===== config.mk =====
export PLATFORM = sky130hd
export DESIGN_NAME = ad9866_gain_ctrl
export DESIGN_NICKNAME = d
export VERILOG_FILES = /design/src/rtl/ad9866_gain_ctrl.sv
export SDC_FILE = /design/constraint.sdc
export NUM_CORES = 1
export LEC_CHECK = 0
export BUFFER_PORTS_ARGS = -buffer_cell sky130_fd_sc_hd__clkbuf_2
export CAP_MARGIN = 10
export CORE_UTILIZATION = 62
export CTS_BUF_LIST = sky130_fd_sc_hd__clkbuf_4 sky130_fd_sc_hd__clkbuf_8 sky130_fd_sc_hd__clkbuf_16
export DETAILED_ROUTE_END_ITERATION = 16
export PLACE_DENSITY = 0.93
export SLEW_MARGIN = 20
export SYNTH_ARGS = -nofsm -noshare
export SYNTH_HDL_FRONTEND = slang
export SYNTH_SLANG_ARGS = --single-unit

===== constraint.sdc =====
create_clock -name clk -period 5.9 [get_ports clk]
set_input_delay 0.885 -clock clk [delete_from_list [all_inputs] [get_ports clk]]
set_output_delay 0.885 -clock clk [all_outputs]
set_load 0.02 [all_outputs]

===== src/rtl/ad9866_gain_ctrl.sv =====
// Gain-write sequencer for the AD9866 SPI block: detects host RX/TX gain changes
// and issues one request at a time, paced by the SPI enable (sen_n).
module ad9866_gain_ctrl #(
  parameter int          INIT_WAIT     = 2048,
  parameter int          START_TIMEOUT = 256,
  parameter int          MIN_GAP       = 16,
  parameter logic [5:0]  RX_GAIN_RST   = 6'h00,
  parameter logic [5:0]  TX_GAIN_RST   = 6'h00
) (
  input  logic       clk,
  input  logic       reset_n,
  input  logic [5:0] host_rx_gain,
  input  logic [5:0] host_tx_gain,
  input  logic       refresh,
  input  logic       sen_n,
  output logic       ext_rx_rqst,
  output logic [5:0] rx_gain,
  output logic       ext_tx_rqst,
  output logic [5:0] tx_gain,
  output logic       busy,
  output logic       timeout_err
);

  localparam int CNT_MAX = (INIT_WAIT > START_TIMEOUT)
                         ? ((INIT_WAIT > MIN_GAP) ? INIT_WAIT : MIN_GAP)
                         : ((START_TIMEOUT > MIN_GAP) ? START_TIMEOUT : MIN_GAP);
  localparam int CNT_W = $clog2(CNT_MAX + 1);

  localparam logic [CNT_W-1:0] INIT_LAST = CNT_W'(INIT_WAIT - 1);
  localparam logic [CNT_W-1:0] TO_LAST   = CNT_W'(START_TIMEOUT - 1);
  localparam logic [CNT_W-1:0] GAP_LAST  = CNT_W'(MIN_GAP - 1);
  localparam logic [CNT_W-1:0] CNT_ZERO  = '0;
  localparam logic [CNT_W-1:0] CNT_ONE   = CNT_W'(1);

  localparam logic [2:0] S_INIT = 3'd0;
  localparam logic [2:0] S_IDLE = 3'd1;
  localparam logic [2:0] S_REQ  = 3'd2;
  localparam logic [2:0] S_XFER = 3'd3;
  localparam logic [2:0] S_GAP  = 3'd4;

  logic [2:0]       r_state;
  logic [CNT_W-1:0] r_cnt;
  logic             r_rx_rqst;
  logic             r_tx_rqst;
  logic [5:0]       r_rx_gain;
  logic [5:0]       r_tx_gain;
  logic [5:0]       r_shadow_rx;
  logic [5:0]       r_shadow_tx;
  logic             r_rx_valid;
  logic             r_tx_valid;
  logic             r_rr_last;
  logic             r_sel;
  logic             r_timeout_err;

  logic w_rx_pend;
  logic w_tx_pend;
  logic w_pick_tx;

  assign w_rx_pend = !r_rx_valid || (host_rx_gain != r_shadow_rx);
  assign w_tx_pend = !r_tx_valid || (host_tx_gain != r_shadow_tx);
  // With both pending, serve whichever channel was not serviced last.
  assign w_pick_tx = w_tx_pend && (!w_rx_pend || !r_rr_last);

  always_ff @(posedge clk or negedge reset_n) begin
    if (!reset_n) begin
      r_state       <= S_INIT;
      r_cnt         <= CNT_ZERO;
      r_rx_rqst     <= 1'b0;
      r_tx_rqst     <= 1'b0;
      r_rx_gain     <= RX_GAIN_RST;
      r_tx_gain     <= TX_GAIN_RST;
      r_shadow_rx   <= 6'h00;
      r_shadow_tx   <= 6'h00;
      r_rx_valid    <= 1'b0;
      r_tx_valid    <= 1'b0;
      r_rr_last     <= 1'b1;
      r_sel         <= 1'b0;
      r_timeout_err <= 1'b0;
    end else begin
      case (r_state)
        S_INIT: begin
          if (r_cnt == INIT_LAST) begin
            if (sen_n) begin
              r_state <= S_IDLE;
              r_cnt   <= CNT_ZERO;
            end
          end else begin
            r_cnt <= r_cnt + CNT_ONE;
          end
        end
        S_IDLE: begin
          if (w_rx_pend || w_tx_pend) begin
            r_state <= S_REQ;
            r_cnt   <= CNT_ZERO;
            r_sel   <= w_pick_tx;
            if (w_pick_tx) begin
              r_tx_gain <= host_tx_gain;
              r_tx_rqst <= 1'b1;
            end else begin
              r_rx_gain <= host_rx_gain;
              r_rx_rqst <= 1'b1;
            end
          end
        end
        S_REQ: begin
          if (!sen_n) begin
            r_rx_rqst <= 1'b0;
            r_tx_rqst <= 1'b0;
            r_state   <= S_XFER;
          end else if (r_cnt == TO_LAST) begin
            // Abandoned: shadow untouched, so the channel re-pends after the gap.
            r_rx_rqst     <= 1'b0;
            r_tx_rqst     <= 1'b0;
            r_timeout_err <= 1'b1;
            r_state       <= S_GAP;
            r_cnt         <= CNT_ZERO;
          end else begin
            r_cnt <= r_cnt + CNT_ONE;
          end
        end
        S_XFER: begin
          if (sen_n) begin
            if (r_sel) begin
              r_shadow_tx <= r_tx_gain;
              r_tx_valid  <= 1'b1;
            end else begin
              r_shadow_rx <= r_rx_gain;
              r_rx_valid  <= 1'b1;
            end
            r_rr_last <= r_sel;
            r_state   <= S_GAP;
            r_cnt     <= CNT_ZERO;
          end
        end
        S_GAP: begin
          if (r_cnt == GAP_LAST) begin
            r_state <= S_IDLE;
            r_cnt   <= CNT_ZERO;
          end else begin
            r_cnt <= r_cnt + CNT_ONE;
          end
        end
        default: begin
          r_state   <= S_INIT;
          r_cnt     <= CNT_ZERO;
          r_rx_rqst <= 1'b0;
          r_tx_rqst <= 1'b0;
        end
      endcase
      // Placed last so a refresh overrides a completion in the same cycle.
      if (refresh) begin
        r_rx_valid <= 1'b0;
        r_tx_valid <= 1'b0;
      end
    end
  end

  assign ext_rx_rqst = r_rx_rqst;
  assign ext_tx_rqst = r_tx_rqst;
  assign rx_gain     = r_rx_gain;
  assign tx_gain     = r_tx_gain;
  assign busy        = (r_state != S_IDLE);
  assign timeout_err = r_timeout_err;

endmodule


After elaboration in Yosys (flattened, before gate mapping)
Cells that the tools add are included.
Storage, ports and cells
  register bits: 46
  input bits: 16
  word-level logic and storage cells: 95
Cells by class
  add/subtract/negate cells: 1
  equality and inequality tests: 20
  mux-type cells: 31
  bitwise operators: 3
  reductions and logical operators: 27
Operator list (count)
  $mux 12: 6
  $pmux 12 s5: 1
  $mux 3: 7
  $reduce_and 3->1: 7
  $ne 2x2->1 const B: 9
  $pmux 3 s5: 1
  $mux 1: 14
  $add 12x1->12 const B: 1
  $eq 12x11->1 const B: 1
  $eq 12x4->1 const B: 1
  $eq 12x8->1 const B: 1
  $ne 6x6->1: 2
  $reduce_and 4->1: 2
  $eq 3x2->1 const B: 2
  $pmux 1 s3: 2
  $reduce_and 2->1: 3
  $reduce_and 6->1: 1
  $reduce_bool 2->1: 3
  $logic_not 1->1: 4
  $logic_or 1x1->1: 4
  $eq 3x1->1 const B: 1
  $eq 3x3->1 const B: 1
  $logic_not 3->1: 1
  $ne 3x1->1 const B: 1
  other kinds (4): 6

Longest topological paths before layout
Gate-level depths: netlist (run 1).
  depth in word-level cells: 8
  mapped depth: 7
  depth with buffers taken out: 6

Least setup slack after synthesis (run 1)
No wires, ideal clock.
  path type: input to register
  from: in host_tx_gain[5]
  to: reg r_rx_gain[0], in the netlist rx_gain[0]
  data arrival time: 2.220 ns
  data required time: 5.775 ns
  setup slack: 3.555 ns
  cell stages on the path: 5
  cell sequence: xor2_1 nor4_1 a21oi_1 nor3_2 mux2_2
On the way
  cells in the longest elaborated chain, start to end: 5
  elaborated cells on any way between the ends: 6
RTL lines
  start: declaration: line 13  | input logic [5:0] host_tx_gain,
  $ne 6x6->1 (*): line 60  | assign w_tx_pend = !r_tx_valid || (host_tx_gain != r_shadow_tx);
  $logic_or 1x1->1 (*): line 60
  $logic_and 1x1->1: line 62  | assign w_pick_tx = w_tx_pend && (!w_rx_pend || !r_rr_last);
  $not 1->1 (no line)
  $reduce_and 3->1 (no line) (*)
  end signal: assignment: line 100  | r_rx_gain <= host_rx_gain;
  end: declaration: line 45  | logic [5:0] r_rx_gain;
Every way passes the cells marked *; elsewhere a longest branch is shown, timed or not.
A chain may end at the register's enable or synchronous reset.

Final worst setup path (run 1)
  from: reg r_state[0]
  to: out busy
On the way
  cells in the longest elaborated chain, start to end: 1
RTL lines
  start: declaration: line 41  | logic [2:0] r_state;
  start signal: assignment: line 66  | r_state <= S_INIT;
  start signal: assignment: line 84  | r_state <= S_IDLE;
  start signal: assignment: line 93  | r_state <= S_REQ;
  $ne 3x1->1: line 162  | assign busy = (r_state != S_IDLE);
  end: declaration: line 20  | output logic busy,
No other way between the ends.

==> results.cfg, run 1 <==
[critical_path]
cp.required_ns = 5.02
cp.arrival_ns = 1.60
worst-path-max-fanout = 11
critPathLaunchType = flop
cp-end-kind = primary output
worstPathCellList = inv_1, nor3_4, inv_1, clkbuf_2
crit_path_top_delay_cell = dfrtp_1
slowest_delay_ns = 0.55
path_common_cell = inv_1
critical_path_class = flop to primary output

[yosys]
synth_ff_type = dfrtp_1
syn_avg_cell_area_um2 = 10.7
synth-edff-count = 0
synth_nets = 248
synthArstFlopShare = 1.00
syn_area_mm2 = 0.00247
ys_warn_count = 0
ys_ff_latch = 46
yosys.cell_types.count = 50
syn_inst = 231
yosysSeqAreaShare = 0.466

[global_route]
use_met2 = 0.460
grt_util_met1 = 0.365
grt_overflow = 0
grt_max_degree = 47
grtUsageTotal = 0.274
grt_pass1_vias = 1875
busiest_layer = met2
met3_usage = 0.0399
grt_antenna_before_repair = 0
grt_pass1_wl_um = 8750

[cts]
post_cts_buffers = 0
cts_tree = done
clk_latency_ns = 0.30
cts_buffers = 5
clockBufferDepth = 2
post_cts_resized = 0
cts-root-buf = clkbuf_8
postCtsHoldBufs = 0
clk_pin_slew_ns = 0.09
clock_sinks = 46
htree_levels = 2

[timing]
fin_setup_tns_ns = 0
relSlewSlack = 0.484
tightest_slew_ns = 0.770
final_hold_viol_count = 0
setup_viol = 0
skew_ns = 0.00793
rsz0062_at_grt = false
period_share = 0.421
layout_setup_ws_ns = 3.42
slew_viol_final = 0
max_freq_ghz = 0.403
holdWs_ns = 0.486
fin_crit_ns = 2.48

[final_layout]
multi_input_area_mm2 = 0.00121
register_area_mm2 = 0.00115
nets = 279
n_fill_cell = 273
design_area_mm2 = 0.00275
diodes = 0
drive_above_1_share = 0.304
mostFrequentLayoutCells = dfrtp_1 (45), clkbuf_2 (30), mux2_2 (24)
final_common_cell = dfrtp_1
stdcell_count = 311
syn2layout_area_growth_pct = 11.2
finalCoreUtilization = 0.734

[route]
drc = 0
wl_um = 5120
dr_total_vias = 1953
via_per_inst = 6.28
drt_first_pass_iters = 5
drt-initial-drc-count = 218
ant_nets = 0
wl_per_cell_um = 16.5

[floorplanning]
rows = 22
start_util = 0.660
pin_count = 32
die_area_mm2 = 0.00424
die_w_um = 65.2
core_area_mm2 = 0.00374
fp.dieH_um = 65.2

[power]
power_mw = 0.573
powerDensity_mw_per_mm2 = 208
max-vdd-ir-drop_mv = 0.149
power_leakage_nw = 1.32

[placement]
dp.cells = 303
place_ws_ns = 3.20
dpl-instance-area_mm2 = 0.00263
port-buffer-count = 31
place.gp.congestion = 0.896
place_hpwl_um = 3700

[hold_path]
hold_path_class = flop to flop

[flow_run]
maxCapViolCount = 0

[run_status]
status = completed
-- cells by family after synthesis --
logic type	after synthesis	synth area share
simple gates	69	0.163
mux	25	0.113
flops	46	0.466
fa+ha+maj	1	0.00506
xor+xnor	13	0.0461
compound gates	56	0.163
buf+inv	21	0.0435
-- cells in the mapped netlist, types with 2 or more instances --
| cell type | count | area share |
|---|---|---|
| o21ai_1 | 2 | 0.0040 |
| o21ai_0 | 19 | 0.038 |
| a41oi_1 | 2 | 0.0071 |
| nand3_1 | 8 | 0.016 |
| or4_4 | 2 | 0.0091 |
| xor2_1 | 9 | 0.032 |
| mux2_2 | 24 | 0.11 |
| xnor2_1 | 4 | 0.014 |
| or2_2 | 2 | 0.0051 |
| o21a_1 | 2 | 0.0061 |
| o211ai_1 | 2 | 0.0061 |
| and2_1 | 2 | 0.0051 |
| and3_1 | 3 | 0.0076 |
| a21o_1 | 2 | 0.0061 |
| clkbuf_1 | 3 | 0.0046 |
| nor3_1 | 5 | 0.010 |
| a31oi_1 | 7 | 0.018 |
| nor3_2 | 2 | 0.0081 |
| inv_1 | 14 | 0.021 |
| a21oi_1 | 10 | 0.020 |
| o311ai_4 | 2 | 0.021 |
| nor2_1 | 16 | 0.024 |
| dfrtp_1 | 45 | 0.46 |
| nand2_1 | 13 | 0.020 |
| nand4_1 | 5 | 0.013 |
| clkbuf_8 | 2 | 0.011 |
-- cell type report --
cell class / instances / area share
inverters: 14 / 0.0191
well taps: 48 / 0.0218
flip-flops and latches: 46 / 0.419
clock buffers: 6 / 0.0278
repair buffers: 31 / 0.0574
multi-input cells: 164 / 0.441
clock inverters: 2 / 0.0137
-- flip-flops by register name, indices dropped and copies added (netlist names) --
signal	count
tx_gain	6
ext_tx_rqst	1
timeout_err	1
r_shadow_rx	6
r_rx_valid	1
r_tx_valid	1
r_sel	1
r_rr_last	1
r_cnt	12
rx_gain	6
r_shadow_tx	6
ext_rx_rqst	1
r_state	3
-- worst max-delay path: cells and delay by family, from the launching register on --
| kind | cells | cell delay (ns) |
|---|---|---|
| flip-flops | 1 | 0.55 |
| buffers and inverters | 3 | 0.47 |
| AND/OR/NAND/NOR | 1 | 0.28 |
-- metal layers --
layer,up-vias,part of all wire
met2,85,0.50
met1,953,0.42
met3,9,0.069
met5,-,0
met4,0,0.018
li1,906,-
-- worst paths after layout --
check	start	to	slack, ns	depth (start not counted)
max	r_state[0]$_DFFE_PN0P_	busy	3.42	4
min	r_rr_last$_DFFE_PN1P_	r_rr_last$_DFFE_PN1P_	0.49	2
max reg2reg	r_cnt[1]$_DFFE_PN0P_	r_cnt[2]$_DFFE_PN0P_	3.65	6
min reg2reg	r_rr_last$_DFFE_PN1P_	r_rr_last$_DFFE_PN1P_	0.49	2
max in group asynchronous	reset_n	r_rr_last$_DFFE_PN1P_	4.94	1
min in group asynchronous	reset_n	r_shadow_tx[1]$_DFFE_PN0P_	0.57	1
-- report_power, final --
| part | total [mW] | leakage [nW] | internal, mW | switching (mW) |
|---|---|---|---|---|
| logic | 0.0204 | 0.643 | 0.00700 | 0.0134 |
| clock network | 0.237 | 0.0548 | 0.131 | 0.106 |
| registers | 0.316 | 0.624 | 0.315 | 0.000290 |
| total | 0.573 | 1.32 | 0.453 | 0.120 |
(Power assumes the default switching activity.)
==> inputs of run 2 (changes only) <==
Settings changed: CORE_UTILIZATION 62 to 52, PLACE_DENSITY 0.93 to 0.84.
Clock period 5.9 ns to 2.1 ns, I/O delays scaled along.
==> results.cfg, run 2 (synthesis results as in run 1) <==
[cts]
clock_sinks = 46
postCtsHoldBufs = 0
cts_buffers = 5
htree_levels = 2
cts-root-buf = clkbuf_8
clk_latency_ns = 0.30
cts_tree = done
clockBufferDepth = 2
clk_pin_slew_ns = 0.08

[route]
drt-initial-drc-count = 121
wl_per_cell_um = 15.8
ant_nets = 0
via_per_inst = 5.84
wl_um = 5340
drc = 0
drt_first_pass_iters = 4
dr_total_vias = 1967

[global_route]
grt_antenna_before_repair = 0
met3_usage = 0.0527
grt_util_met1 = 0.293
grtUsageTotal = 0.228
use_met2 = 0.379
grt_pass1_vias = 1993
busiest_layer = met2
grt_overflow = 0
grt_max_degree = 47
grt_pass1_wl_um = 9050

[floorplanning]
rows = 24
die_area_mm2 = 0.00503
die_w_um = 71.0
pin_count = 32
core_area_mm2 = 0.00447
start_util = 0.553
fp.dieH_um = 71.0

[final_layout]
drive_above_1_share = 0.368
syn2layout_area_growth_pct = 17.9
diodes = 0
mostFrequentLayoutCells = dfrtp_1 (45), clkbuf_2 (31), mux2_2 (24)
final_common_cell = dfrtp_1
register_area_mm2 = 0.00115
stdcell_count = 337
n_fill_cell = 322
largest-register = r_cnt
largest_reg_flops = 12
multi_input_area_mm2 = 0.00123
nets = 302
design_area_mm2 = 0.00292

[critical_path]
r2r-start = r_cnt[10]$_DFFE_PN0P_
cp-end-kind = flop
cp.arrival_ns = 2.25
cp.required_ns = 2.26
worst-path-max-fanout = 6
critical_path_class = flop to flop
startpoint = r_cnt[10]$_DFFE_PN0P_
critPathLaunchType = flop

[power]
power_leakage_nw = 1.44
max-vdd-ir-drop_mv = 0.359
powerDensity_mw_per_mm2 = 505

[hold_path]
hold_path_class = input pin to async pin

[timing]
slew_viol_final = 0
layout_setup_ws_ns = 0.0103
max_freq_ghz = 0.479
period_share = 0.995
relSlewSlack = 0.612
tightest_slew_ns = 0.582
skew_ns = 0.00643
final_hold_viol_count = 0
setup_viol = 0
fin_crit_ns = 2.09

[placement]
place_ws_ns = -0.0380
port-buffer-count = 31
place.gp.congestion = 0.905
dp.cells = 327
dpl-instance-area_mm2 = 0.00279
place_hpwl_um = 3940

[flow_run]
maxCapViolCount = 0

[run_status]
status = completed
-- run 2: cell types whose count changed in the layout (fill, tap and decap cells not counted) --
cell,previous run,this run
buf_4,1,23
o21ai_0,19,16
o21ai_1,2,5
a31oi_1,7,6
a31oi_2,0,1
bufinv_16,1,0
clkbuf_2,30,31
clkbuf_4,1,0
clkinvlp_4,1,2
ha_1,1,0
ha_2,0,1
nand3_1,8,7
nand3_4,0,1
-- run 2: power breakdown --
group	switching, mW	internal (mW)	total [mW]
sequential	0.000734	0.886	0.887
combinational	0.0388	0.0216	0.0604
clock	0.299	0.228	0.527
total	0.339	1.14	1.47
-- run 2: metrics by stage --
| stage | power, mW | setup TNS, ns | utilization | hold WS [ns] |
|---|---|---|---|---|
| floorplan | 0.923 | 0 | - | 0.0194 |
| global placement | 0.964 | 0 | 0.623 | 0.433 |
| detailed placement | 0.966 | -0.144 | 0.623 | 0.435 |
| CTS | 1.50 | 0 | 0.642 | 0.103 |
| global route | 1.53 | -0.0683 | 0.652 | 0.144 |
| finish | 1.47 | 0 | 0.652 | 0.0885 |
-- run 2: path summary, 6_finish.rpt --
path                                            to  slack, ns  cells after the start
hold reg to reg            timeout_err$_DFFE_PN0P_       0.48                      1
setup reg to reg              r_cnt[2]$_DFFE_PN0P_       0.01                      5
min in group clk            r_tx_valid$_DFFE_PN0P_       0.19                      2
setup / recovery              r_cnt[2]$_DFFE_PN0P_       0.01                      5
hold / removal                r_cnt[4]$_DFFE_PN0P_       0.09                      2
max in group asynchronous     r_cnt[9]$_DFFE_PN0P_       1.60                      2
-- run 2: worst max-delay path, cell delays in order, from the launching register on --
cell and delay [ns]:
dfrtp_1 0.38, or4_4 0.59, o311ai_4 0.44, nand3_1 0.17
a31oi_1 0.23, o221ai_1 0.14
-- run 2: per-layer routing --
layer	wire (um)	vias up
met5	0	-
met4	33	0
met3	290	4
met2	2600	68
met1	2420	944
li1	-	951
-- run 2: cell type report --
class / count / area share
Multi-Input combinational cell: 164 / 0.423
Sequential cell: 46 / 0.395
Timing Repair Buffer: 54 / 0.112
Clock buffer: 5 / 0.0236
Tap cell: 52 / 0.0223
Inverter: 14 / 0.0180
Clock inverter: 2 / 0.00515
-- run 2: what timing repair did --
item / CTS / global route
setup endpoints to repair: 11 / 13
gates resized for setup: 0 / 7
cloned: 0 / 0
buffers inserted: 0 / 3
pin swaps: 1 / 4
==> inputs of run 3 (changes only) <==
Settings changed: CORE_UTILIZATION 52 to 50, PLACE_DENSITY 0.84 to 0.81.
==> results.cfg, run 3 (synthesis results as in run 1) <==
[critical_path]
cp.arrival_ns = 2.16
cp.required_ns = 2.26
reg2reg_slack_ns = 0.1
worstPathCellList = or4_4, o311ai_4, nand3_1, a31oi_1, o221ai_1
slowest_delay_ns = 0.58
cp-end-kind = flop
critPathLaunchType = flop
worst-path-max-fanout = 5
critical_path_class = flop to flop
crit_path_top_delay_cell = or4_4

[timing]
slew_viol_final = 0
fin_crit_ns = 2.00
period_share = 0.953
relSlewSlack = 0.615
layout_setup_ws_ns = 0.0992
tightest_slew_ns = 0.578
fin_setup_tns_ns = 0
setup_viol = 0
max_freq_ghz = 0.500
skew_ns = 0.00404
rsz0062_at_grt = false
final_hold_viol_count = 0

[global_route]
grtUsageTotal = 0.217
grt_util_met1 = 0.298
grt_overflow = 0
grt_pass1_vias = 1888
grt_pass1_wl_um = 8760
grt_antenna_before_repair = 0
grt_max_degree = 47
met3_usage = 0.0472
busiest_layer = met2
use_met2 = 0.343

[floorplanning]
core_area_mm2 = 0.00475
fp.dieH_um = 72.3
die_w_um = 72.3
pin_count = 32
rows = 25
die_area_mm2 = 0.00523
start_util = 0.520

[route]
drt-initial-drc-count = 134
wl_um = 5110
via_per_inst = 5.55
wl_per_cell_um = 14.7
ant_nets = 0
drt_first_pass_iters = 4
drc = 0
dr_total_vias = 1931

[final_layout]
syn2layout_area_growth_pct = 16.5
largest-register = r_cnt
drive_above_1_share = 0.349
nets = 297
final_common_cell = dfrtp_1
mostFrequentLayoutCells = dfrtp_1 (45), clkbuf_2 (31), mux2_2 (24)
diodes = 0
largest_reg_flops = 12
n_fill_cell = 405

[hold_path]
hold_path_class = input pin to async pin

[run_status]
status = completed

[cts]
clk_latency_ns = 0.30
postCtsHoldBufs = 0
clockBufferDepth = 2
clock_sinks = 46
clk_pin_slew_ns = 0.08
cts_tree = done
cts-root-buf = clkbuf_8
cts_buffers = 5
htree_levels = 2

[placement]
place_hpwl_um = 3710
place_ws_ns = 0.0231
port-buffer-count = 31
place.gp.congestion = 0.921

[power]
powerDensity_mw_per_mm2 = 519
power_mw = 1.50
max-vdd-ir-drop_mv = 0.489
power_leakage_nw = 1.40

[flow_run]
maxCapViolCount = 0
## run 3: cell count changes in the layout (fill, tap and decap cells not counted)
cell and delta:
a31oi_1 +1, a31oi_2 -1, buf_4 -5, clkbuf_4 +1, clkinv_2 +1, clkinv_4 +1
clkinvlp_4 -2, ha_1 +1, ha_2 -1, nand3_1 +1, nand3_4 -1, o21ai_0 +3
o21ai_1 -3
## run 3: final timing paths
path	from	end	cells after the start
min in group clk	refresh	r_rx_valid$_DFFE_PN0P_	2
max in group asynchronous	reset_n	r_cnt[8]$_DFFE_PN0P_	2
setup reg to reg	r_cnt[8]$_DFFE_PN0P_	r_cnt[2]$_DFFE_PN0P_	5
hold / removal	reset_n	r_cnt[10]$_DFFE_PN0P_	2
hold reg to reg	r_rr_last$_DFFE_PN1P_	r_rr_last$_DFFE_PN1P_	2
setup / recovery	r_cnt[8]$_DFFE_PN0P_	r_cnt[2]$_DFFE_PN0P_	5
## run 3: routing by layer
| layer | vias to the layer above | part of all wire |
|---|---|---|
| met5 | - | 0 |
| met4 | 0 | 0.014 |
| met2 | 76 | 0.48 |
| met1 | 905 | 0.44 |
| met3 | 9 | 0.067 |
| li1 | 941 | - |
## run 3: critical path, delay by kind of cell, from the launching register on
| kind | cells | cell delay [ns] |
|---|---|---|
| AO/OA/AOI/OAI | 3 | 0.76 |
| AND/OR/NAND/NOR | 2 | 0.73 |
| flip-flops | 1 | 0.39 |
## run 3: layout make-up
| type | instances | area [um2] | share of cell area |
|---|---|---|---|
| Timing Repair Buffer | 49 | 290 | 0.101 |
| Multi-Input combinational cell | 164 | 1210 | 0.421 |
| Clock buffer | 6 | 76.3 | 0.0265 |
| Tap cell | 67 | 83.8 | 0.0291 |
| Clock inverter | 2 | 13.8 | 0.00478 |
| Sequential cell | 46 | 1150 | 0.400 |
| Inverter | 14 | 52.6 | 0.0182 |
## run 3: where the power goes
part	switching [mW]	internal (mW)	leakage [nW]	total, mW
Combinational	0.0376	0.0203	0.732	0.0580
Sequential	0.000708	0.886	0.624	0.887
Clock	0.303	0.248	0.0486	0.551
## run 3: metrics by stage
step,area [um2],util,cells,hold WS [ns]
floorplan,2470,-,231,0.0194
finish,2880,0.606,348,0.0868
global route,2880,0.606,348,0.141
CTS,2870,0.603,346,0.112
global placement,2780,0.584,338,0.433
detailed placement,2780,0.584,338,0.434
## run 3: what timing repair did
item	in CTS	in global routing
endpoints found under the setup margin	0	12
setup buffers	0	2
resized for setup	0	0
hold endpoints to repair	0	0
